===== config.mk =====
export PLATFORM = sky130hd
export DESIGN_NAME = pwm_core
export DESIGN_NICKNAME = d
export VERILOG_FILES = /design/src/rtl/pwm_core.sv
export SDC_FILE = /design/constraint.sdc
export NUM_CORES = 1
export LEC_CHECK = 0
export CAP_MARGIN = 20
export CORE_MARGIN = 8
export CORE_UTILIZATION = 52
export CTS_CLUSTER_DIAMETER = 120
export CTS_CLUSTER_SIZE = 12
export DETAILED_ROUTE_END_ITERATION = 10
export GPL_ROUTABILITY_DRIVEN = 0
export GPL_TIMING_DRIVEN = 0
export PLACE_DENSITY = 0.83
export SKIP_CTS_REPAIR_TIMING = 1
export SLEW_MARGIN = 20
export SYNTH_ARGS = -nofsm -noshare
export SYNTH_HDL_FRONTEND = slang
export SYNTH_SLANG_ARGS = --single-unit
export TNS_END_PERCENT = 100

===== constraint.sdc =====
create_clock -name clk -period 4.45 [get_ports clk]
set_clock_uncertainty 0.2 [all_clocks]
set_input_delay 0.6675 -clock clk [delete_from_list [all_inputs] [get_ports clk]]
set_output_delay 0.6675 -clock clk [all_outputs]
set_load 0.05 [all_outputs]

===== src/rtl/pwm_core.sv =====
// Left-aligned PWM generator: a free-running period counter plus a duty register
// that is only updated at the period boundary, so pulses are never truncated.
module pwm_core #(
    parameter longint unsigned PERIOD = 100
) (
    input  logic        clk,
    input  logic        rst,
    input  logic [31:0] pwm_value,
    output logic        pwm_out
);

    localparam int CNT_W = (PERIOD <= 2) ? 1 : $clog2(PERIOD);
    localparam logic [CNT_W-1:0] CNT_LAST = CNT_W'(PERIOD - 1);

    logic [CNT_W-1:0] cnt;
    logic [31:0]      duty;
    logic             wrap;

    assign wrap = (cnt == CNT_LAST);

    // High while the zero-extended count is below duty; duty >= PERIOD saturates high.
    function automatic logic high_phase(input logic [CNT_W-1:0] c, input logic [31:0] d);
        return (32'(c) < d);
    endfunction

    always_ff @(posedge clk) begin
        if (rst) begin
            cnt  <= '0;
            duty <= '0;
        end else if (wrap) begin
            cnt  <= '0;
            duty <= pwm_value;
        end else begin
            cnt  <= cnt + CNT_W'(1);
        end
    end

    assign pwm_out = high_phase(cnt, duty);

endmodule


Yosys cells after proc, flatten, opt, wreduce, memory -nomap -nowiden
Cells that the tools add are included.
{ "totals": {"ramBits": 0, "inputBits": 34, "output_inout_bits": 1, "rom_bits": 0, "latch_bits": 0, "ff_bits": 39, "memories": 0} }
{ "op_classes": {"magnitude_cmp": 1, "n_mux": 0, "addsub": 1, "bitwise_logic": 0, "mul": 0, "n_reduce_logical": 1, "n_div": 0, "n_shift": 0, "n_eq_ne": 1} }
{ "ops": {"columns": ["operator", "n"], "rows": [
  ["7-bit by 32-bit < comparator with 1-bit output", 1],
  ["7-bit by 1-bit adder with 7-bit output, second input constant", 1],
  ["7-bit equality test, second input constant", 1],
  ["2-bit OR reduction", 1]
]} }

Logic depth before layout (Yosys ltp)
Gate-level depths: netlist (run 1).
{ "depth": {"depth_word": 2, "depth_mapped": 6} }

Worst setup path after synthesis (run 1)
OpenSTA, ideal clock, no wires.
{ "synth_path": {"path_type": "register to output", "start": "reg cnt[5]", "end": "out pwm_out", "n_path_buf": 0, "setup_slack_ns": 1.797, "arrival_ns": 1.785, "stages_incl_launch_ff": 5, "required_ns": 3.582, "cell_sequence": "dfxtp_1 > ha_1 > a211oi_1 > o32ai_1 > o2111ai_1"} }
{ "synth_between": {"elab_chain_cells": 1} }
{ "synth_rtl": {"columns": ["element", "line_no", "text"], "rows": [
  ["start, declared", "15", "logic [CNT_W-1:0] cnt;"],
  ["start signal, assigned", "34", "cnt <= cnt + CNT_W'(1);"],
  ["7-bit by 32-bit < comparator with 1-bit output", "23", "return (32'(c) < d);"],
  ["end, declared", "9", "output logic pwm_out"]
]} }
Every way passes these cells.

Worst setup path in the final report (run 1)
Same ends and word-level chain as after synthesis.

==> results of run 1 <==
cell families (layout without fill, tap and decap cells):
group	Yosys count	after routing	synth area share
simple gates	60	60	0.1831
compound gates	74	74	0.2163
buf+inv	24	64	0.1064
flops	39	39	0.4312
fa+ha+maj	7	7	0.04837
xor+xnor	3	3	0.01452
tightest hold or removal path, cell delays in order (launching register included):
cell and delay (ns):
dfxtp_1 0.33, o21ai_0 0.07, a21oi_1 0.06
worst max-delay path by stage:
stage                     startpoint       to  slack (ns)  cells after the start
final                         cnt[5]  pwm_out        1.05                      5
after floorplan               cnt[5]  pwm_out        1.80                      4
after global routing          cnt[5]  pwm_out        0.91                      5
after CTS                     cnt[5]  pwm_out        1.07                      5
after detailed placement      cnt[5]  pwm_out        1.48                      5
after global placement        cnt[5]  pwm_out        1.48                      5
cells in the mapped netlist, drive strengths merged (2+ instances only):
master / count
a21oi: 34
o21ai: 33
clkbuf: 11
nand3: 36
nor2: 5
dfxtp: 39
nor3: 3
buf: 6
ha: 7
nor4: 7
inv: 6
xor2: 2
a211oi: 3
area by class of cell:
| class | count | area [um2] | share of cell area |
|---|---|---|---|
| clock inverters | 1 | 5.005 | 0.002220 |
| clock buffers | 6 | 51.30 | 0.02275 |
| repair buffers | 33 | 330.3 | 0.1465 |
| multi-input cells | 144 | 837.1 | 0.3713 |
| inverters | 6 | 22.52 | 0.009989 |
| plain buffers | 18 | 170.2 | 0.07547 |
| well taps | 46 | 57.56 | 0.02553 |
| flip-flops and latches | 39 | 780.7 | 0.3463 |
through the flow:
step / power [W] / worst slack [ns] / cells / hold WS [ns] / utilization
after floorplan: 0.0003841 / 1.797 / 207 / 0.2511 / -
after global placement: 0.0004203 / 1.485 / 286 / 0.2636 / 0.6588
after CTS: 0.0006023 / 1.070 / 293 / 0.2869 / 0.6757
final: 0.0006007 / 1.047 / 293 / 0.2867 / 0.6757
after global routing: 0.0006180 / 0.9129 / 293 / 0.3073 / 0.6757
after detailed placement: 0.0004204 / 1.483 / 286 / 0.2693 / 0.6588
power groups by stage:
stage | clock network [W] | registers [W] | logic, W
CTS | 0.000189 | 0.000355 | 0.0000583
detailed placement | 0 | 0.000363 | 0.0000578
global route | 0.000200 | 0.000355 | 0.0000629
floorplan | 0 | 0.000362 | 0.0000224
global placement | 0 | 0.000363 | 0.0000576
finish | 0.000187 | 0.000355 | 0.0000584
flip-flops by register name, summed over array words and instances (netlist names):
name,flops
cnt,7
duty,32
metal layers:
layer	up-vias	wire, um
met5	-	0
met4	0	85
met3	8	225
met2	42	1895
met1	752	2037
li1	834	-
==> results.json, run 1 <==
{
  "hp-class": "reg -> reg",
  "crit_path_start_kind": "flip-flop",
  "max_stage_delay_ns": 0.84,
  "pwr-share-clk": 0.312,
  "syn-num-nets": 248,
  "tns_ns": 0,
  "finalCritPeriodShare": 0.7648,
  "hold_viol_final": 0,
  "groute.layer.met3.usage": 0.04527,
  "cts_root_buffer": "clkbuf_4",
  "antenna_found_initial": 0,
  "grtUsageTotal": 0.1676,
  "routed_wl_um": 4243,
  "cts_buffers": 5,
  "fillers": 293,
  "synthesis.area_um2": 1810,
  "routedWlPerCell_um": 14.48,
  "p_seq_frac": 0.591,
  "cp_cell_sequence": "ha_1, a211oi_1, o32ai_1, o2111ai_1, clkdlybuf4s50_1",
  "area_growth_pct": 24.53,
  "cp-end-kind": "output port",
  "synth.avg_cell_area_um2": 8.746,
  "r2r_cells": 5,
  "core-area_um2": 3337,
  "fin_crit_ns": 3.403,
  "core.rowCount": 21,
  "drive_gt1_frac": 0.09312,
  "tightest_slew_ns": 0.4914,
  "p_per_area_nw_per_um2": 266.4,
  "place_area_um2": 2198,
  "rrSetupSlack_ns": 2.58,
  "critPathSlowestCell": "clkdlybuf4s50_1",
  "grt_pass1_wl_um": 7238,
  "final_cell_mix": "dfxtp_1 (39), nand3_1 (36), a21oi_1 (34)",
  "diodes": 0,
  "synth_area_leaders": "dfxtp_1 (43%), nand3_1 (10%), a21oi_1 (9.4%)",
  "grt_overflow": 0,
  "total_leakage_power_nw": 0.7390,
  "stdcell_area_um2": 2255,
  "io_pins": 35,
  "worst-path-buf-inv": 1,
  "use_met1": 0.2188,
  "cts_buffer_depth": 2,
  "share_comb_of_total_power": 0.097,
  "final_nets": 288,
  "dr.pass1.iters": 4,
  "holdPathEnd": "duty[3]",
  "die_w_um": 75.01,
  "criticalPathCategory": "reg -> out",
  "cpLargestDelayFamily": "buffers and inverters",
  "setup_viol": 0,
  "whs_path_depth": 2,
  "switching_share": 0.2327,
  "synth_top_area_frac": 0.4312,
  "maxSlewViolCount": 0,
  "fmax_ghz": 0.2938,
  "clk_latency_ns": 0.36,
  "cp_max_fo": 7,
  "place.port_buffers": 33,
  "clock-sinks": 39,
  "drc": 0,
  "status": "finished clean",
  "grt_max_degree": 12,
  "synth_edf_count": 0,
  "busiest_layer": "met2",
  "yosysSeqAreaShare": 0.4312,
  "antenna_left": 0,
  "viasPerCell": 5.584,
  "layout_commonest_cell": "dfxtp_1",
  "syn_inst": 207,
  "synth-seq-cells": 39,
  "crit_required_ns": 3.58,
  "start_util": 0.5426,
  "ys.flop_type": "dfxtp_1",
  "vias": 1636,
  "rsz0062_at_grt": "no",
  "grt_pass1_vias": 1566,
  "synth_cell_type_count": 34,
  "worst_hold_startpoint": "duty[3]",
  "hpwl_um": 3078,
  "fp.dieH_um": 75.01,
  "power_switching_w": 0.0001398,
  "synth_area_leader_cell": "dfxtp_1",
  "cts_tree": "yes",
  "vdd_drop_max_mv": 0.1629,
  "maxCapViolations": 0,
  "internal_power_w": 0.0004609,
  "die_area_um2": 5626,
  "grt_use_met2": 0.2438,
  "maxSlewHeadroom": 0.6713,
  "htree_num_levels": 2,
  "r2r-end": "duty[2]",
  "yosysWarnings": 0,
  "regToRegStartpoint": "cnt[0]",
  "path_clk_slew_ns": 0.11,
  "first_iter_violations": 189,
  "cp.arrival_ns": 2.54,
  "ys_async_sr_fraction": 0
}
(Power assumes the default switching activity.)
==> inputs of run 2 (changes only) <==
--- a/config.mk
+++ b/config.mk
@@ -7,13 +7,13 @@
 export LEC_CHECK = 0
 export CAP_MARGIN = 20
 export CORE_MARGIN = 8
-export CORE_UTILIZATION = 52
+export CORE_UTILIZATION = 51
 export CTS_CLUSTER_DIAMETER = 120
 export CTS_CLUSTER_SIZE = 12
 export DETAILED_ROUTE_END_ITERATION = 10
 export GPL_ROUTABILITY_DRIVEN = 0
 export GPL_TIMING_DRIVEN = 0
-export PLACE_DENSITY = 0.83
+export PLACE_DENSITY = 0.82
 export SKIP_CTS_REPAIR_TIMING = 1
 export SLEW_MARGIN = 20
 export SYNTH_ARGS = -nofsm -noshare
==> constraint.sdc (replaced) <==
create_clock -name clk -period 3.17 [get_ports clk]
set_clock_uncertainty 0.2 [all_clocks]
set_input_delay 0.4755 -clock clk [delete_from_list [all_inputs] [get_ports clk]]
set_output_delay 0.4755 -clock clk [all_outputs]
set_load 0.05 [all_outputs]
==> run 2 against run 1 <==
  * Register-to-register slack got worse by 1.3 ns
  * Die area increased by 1.5%
  * Non-clock buffer count unchanged
  * Cell area increased by 1.4%
  * Total power increased by 54%
  * Flip-flop and latch count unchanged
  * Via count decreased by 0.24%
  * Clock-buffer cell count unchanged
  * Combinational power increased by 39%
  * Setup slack got worse by 0.68 ns
  * First-iteration DRC count decreased by 43%
  * Utilization increased by 0.44 points
  * Critical path type unchanged
==> results.json, run 2 (synthesized netlist as in run 1, its figures left out) <==
{
  "finalWorstSetupSlack_ns": 0.3692,
  "fmax_ghz": 0.3570,
  "crit_required_ns": 2.49,
  "area_growth_pct": 26.33,
  "rrSetupSlack_ns": 1.27,
  "core-area_um2": 3363,
  "grt_pass1_wl_um": 7051,
  "drc": 0,
  "vdd_drop_max_mv": 0.2617,
  "cts_buffers": 5,
  "fin_crit_ns": 2.801,
  "routedWlPerCell_um": 14.33,
  "maxSlewViolCount": 0,
  "reg_top3": "duty x32, cnt x7",
  "place_inst": 286,
  "cp-end-kind": "output port",
  "share_comb_of_total_power": 0.087,
  "total_leakage_power_nw": 0.7679,
  "fin_cells": 294,
  "cts_tree": "yes",
  "die_w_um": 75.58,
  "clock-sinks": 39,
  "tightest_slew_ns": 0.5220,
  "fp.dieH_um": 75.58,
  "first_iter_violations": 108,
  "antenna_left": 0,
  "grt_max_degree": 13,
  "grtUsageTotal": 0.1597,
  "io_pins": 35,
  "p_per_area_nw_per_um2": 405.5,
  "fillers": 299,
  "antenna_found_initial": 0,
  "status": "finished clean",
  "top_register": "duty",
  "die_area_um2": 5712,
  "largest_reg_flops": 32,
  "setup_viol": 0,
  "vias": 1632,
  "cp.arrival_ns": 2.13,
  "utilization": 0.6801,
  "switching_share": 0.2124,
  "multi_input_area_um2": 837.1,
  "htree_num_levels": 2,
  "maxSlewHeadroom": 0.6514,
  "final_nets": 288,
  "cts_buffer_depth": 2,
  "hpwl_um": 2979,
  "p_seq_frac": 0.537,
  "cts_root_buffer": "clkbuf_4",
  "grt_overflow": 0,
  "core.rowCount": 21,
  "finalCritPeriodShare": 0.8835,
  "post-place-ws_ns": 0.4195,
  "drive_gt1_frac": 0.09677,
  "crit_path_start_kind": "flip-flop",
  "final_cell_mix": "dfxtp_1 (39), nand3_1 (36), a21oi_1 (34)",
  "viasPerCell": 5.551,
  "diodes": 0,
  "cp_max_fo": 7,
  "maxCapViolations": 0,
  "clk_latency_ns": 0.35,
  "path_clk_slew_ns": 0.12,
  "pwr-share-clk": 0.376,
  "grt_pass1_vias": 1634,
  "dr.pass1.iters": 4,
  "place.port_buffers": 33,
  "rsz0062_at_grt": "no",
  "criticalPathCategory": "reg -> out",
  "power_switching_w": 0.0001970,
  "hp-class": "in -> reg",
  "hold_viol_final": 0,
  "internal_power_w": 0.0007305,
  "routed_wl_um": 4214,
  "layout_commonest_cell": "dfxtp_1",
  "tns_ns": 0,
  "start_util": 0.5383,
  "ff_latch_area_um2": 780.7
}
[run 2: path summary, 6_finish.rpt]
kind	end	startpoint	depth (start not counted)
setup / recovery	pwm_out	cnt[5]	5
hold / removal	duty[22]	rst	2
setup reg to reg	duty[10]	cnt[0]	6
hold reg to reg	duty[21]	duty[21]	2
[run 2: area by class of cell]
| cell class | count | area share |
|---|---|---|
| clock buffer | 6 | 0.02243 |
| sequential | 39 | 0.3414 |
| inverter | 6 | 0.009847 |
| multi-input combinational | 144 | 0.3660 |
| buffer | 18 | 0.07440 |
| timing repair buffer | 33 | 0.1455 |
| tap | 46 | 0.02516 |
| clock inverter | 2 | 0.01532 |
[run 2: metal layers]
layer  share of wire  track usage  routed length, um
met5               0            0                  0
met4           0.015      0.06183                 62
met3           0.064      0.05132                269
met2            0.46       0.2550               1937
met1            0.46       0.1946               1945
[run 2: critical path, stage by stage (launching register included)]
cell	delay, ns
dfxtp_1	0.48
ha_1	0.30
a211oi_1	0.22
o32ai_1	0.13
o2111ai_1	0.17
dlymetal6s2s_1	0.46
[run 2: power by group through the flow]
stage	clock [W]	combinational, W	sequential, W
finish	0.000348	0.0000810	0.000498
detailed placement	0	0.0000807	0.000509
global route	0.000366	0.0000874	0.000499
global placement	0	0.0000802	0.000509
CTS	0.000350	0.0000812	0.000498
floorplan	0	0.0000314	0.000508
[run 2: stage by stage]
step / total power, W / area (um2) / hold slack [ns]
4_1_cts: 0.0009293 / 2285 / 0.1437
6_report: 0.0009275 / 2287 / 0.1398
3_3_place_gp: 0.0005894 / 2198 / 0.2643
5_1_grt: 0.0009532 / 2287 / 0.1375
3_5_place_dp: 0.0005898 / 2198 / 0.2696
2_1_floorplan: 0.0005392 / 1810 / 0.2511
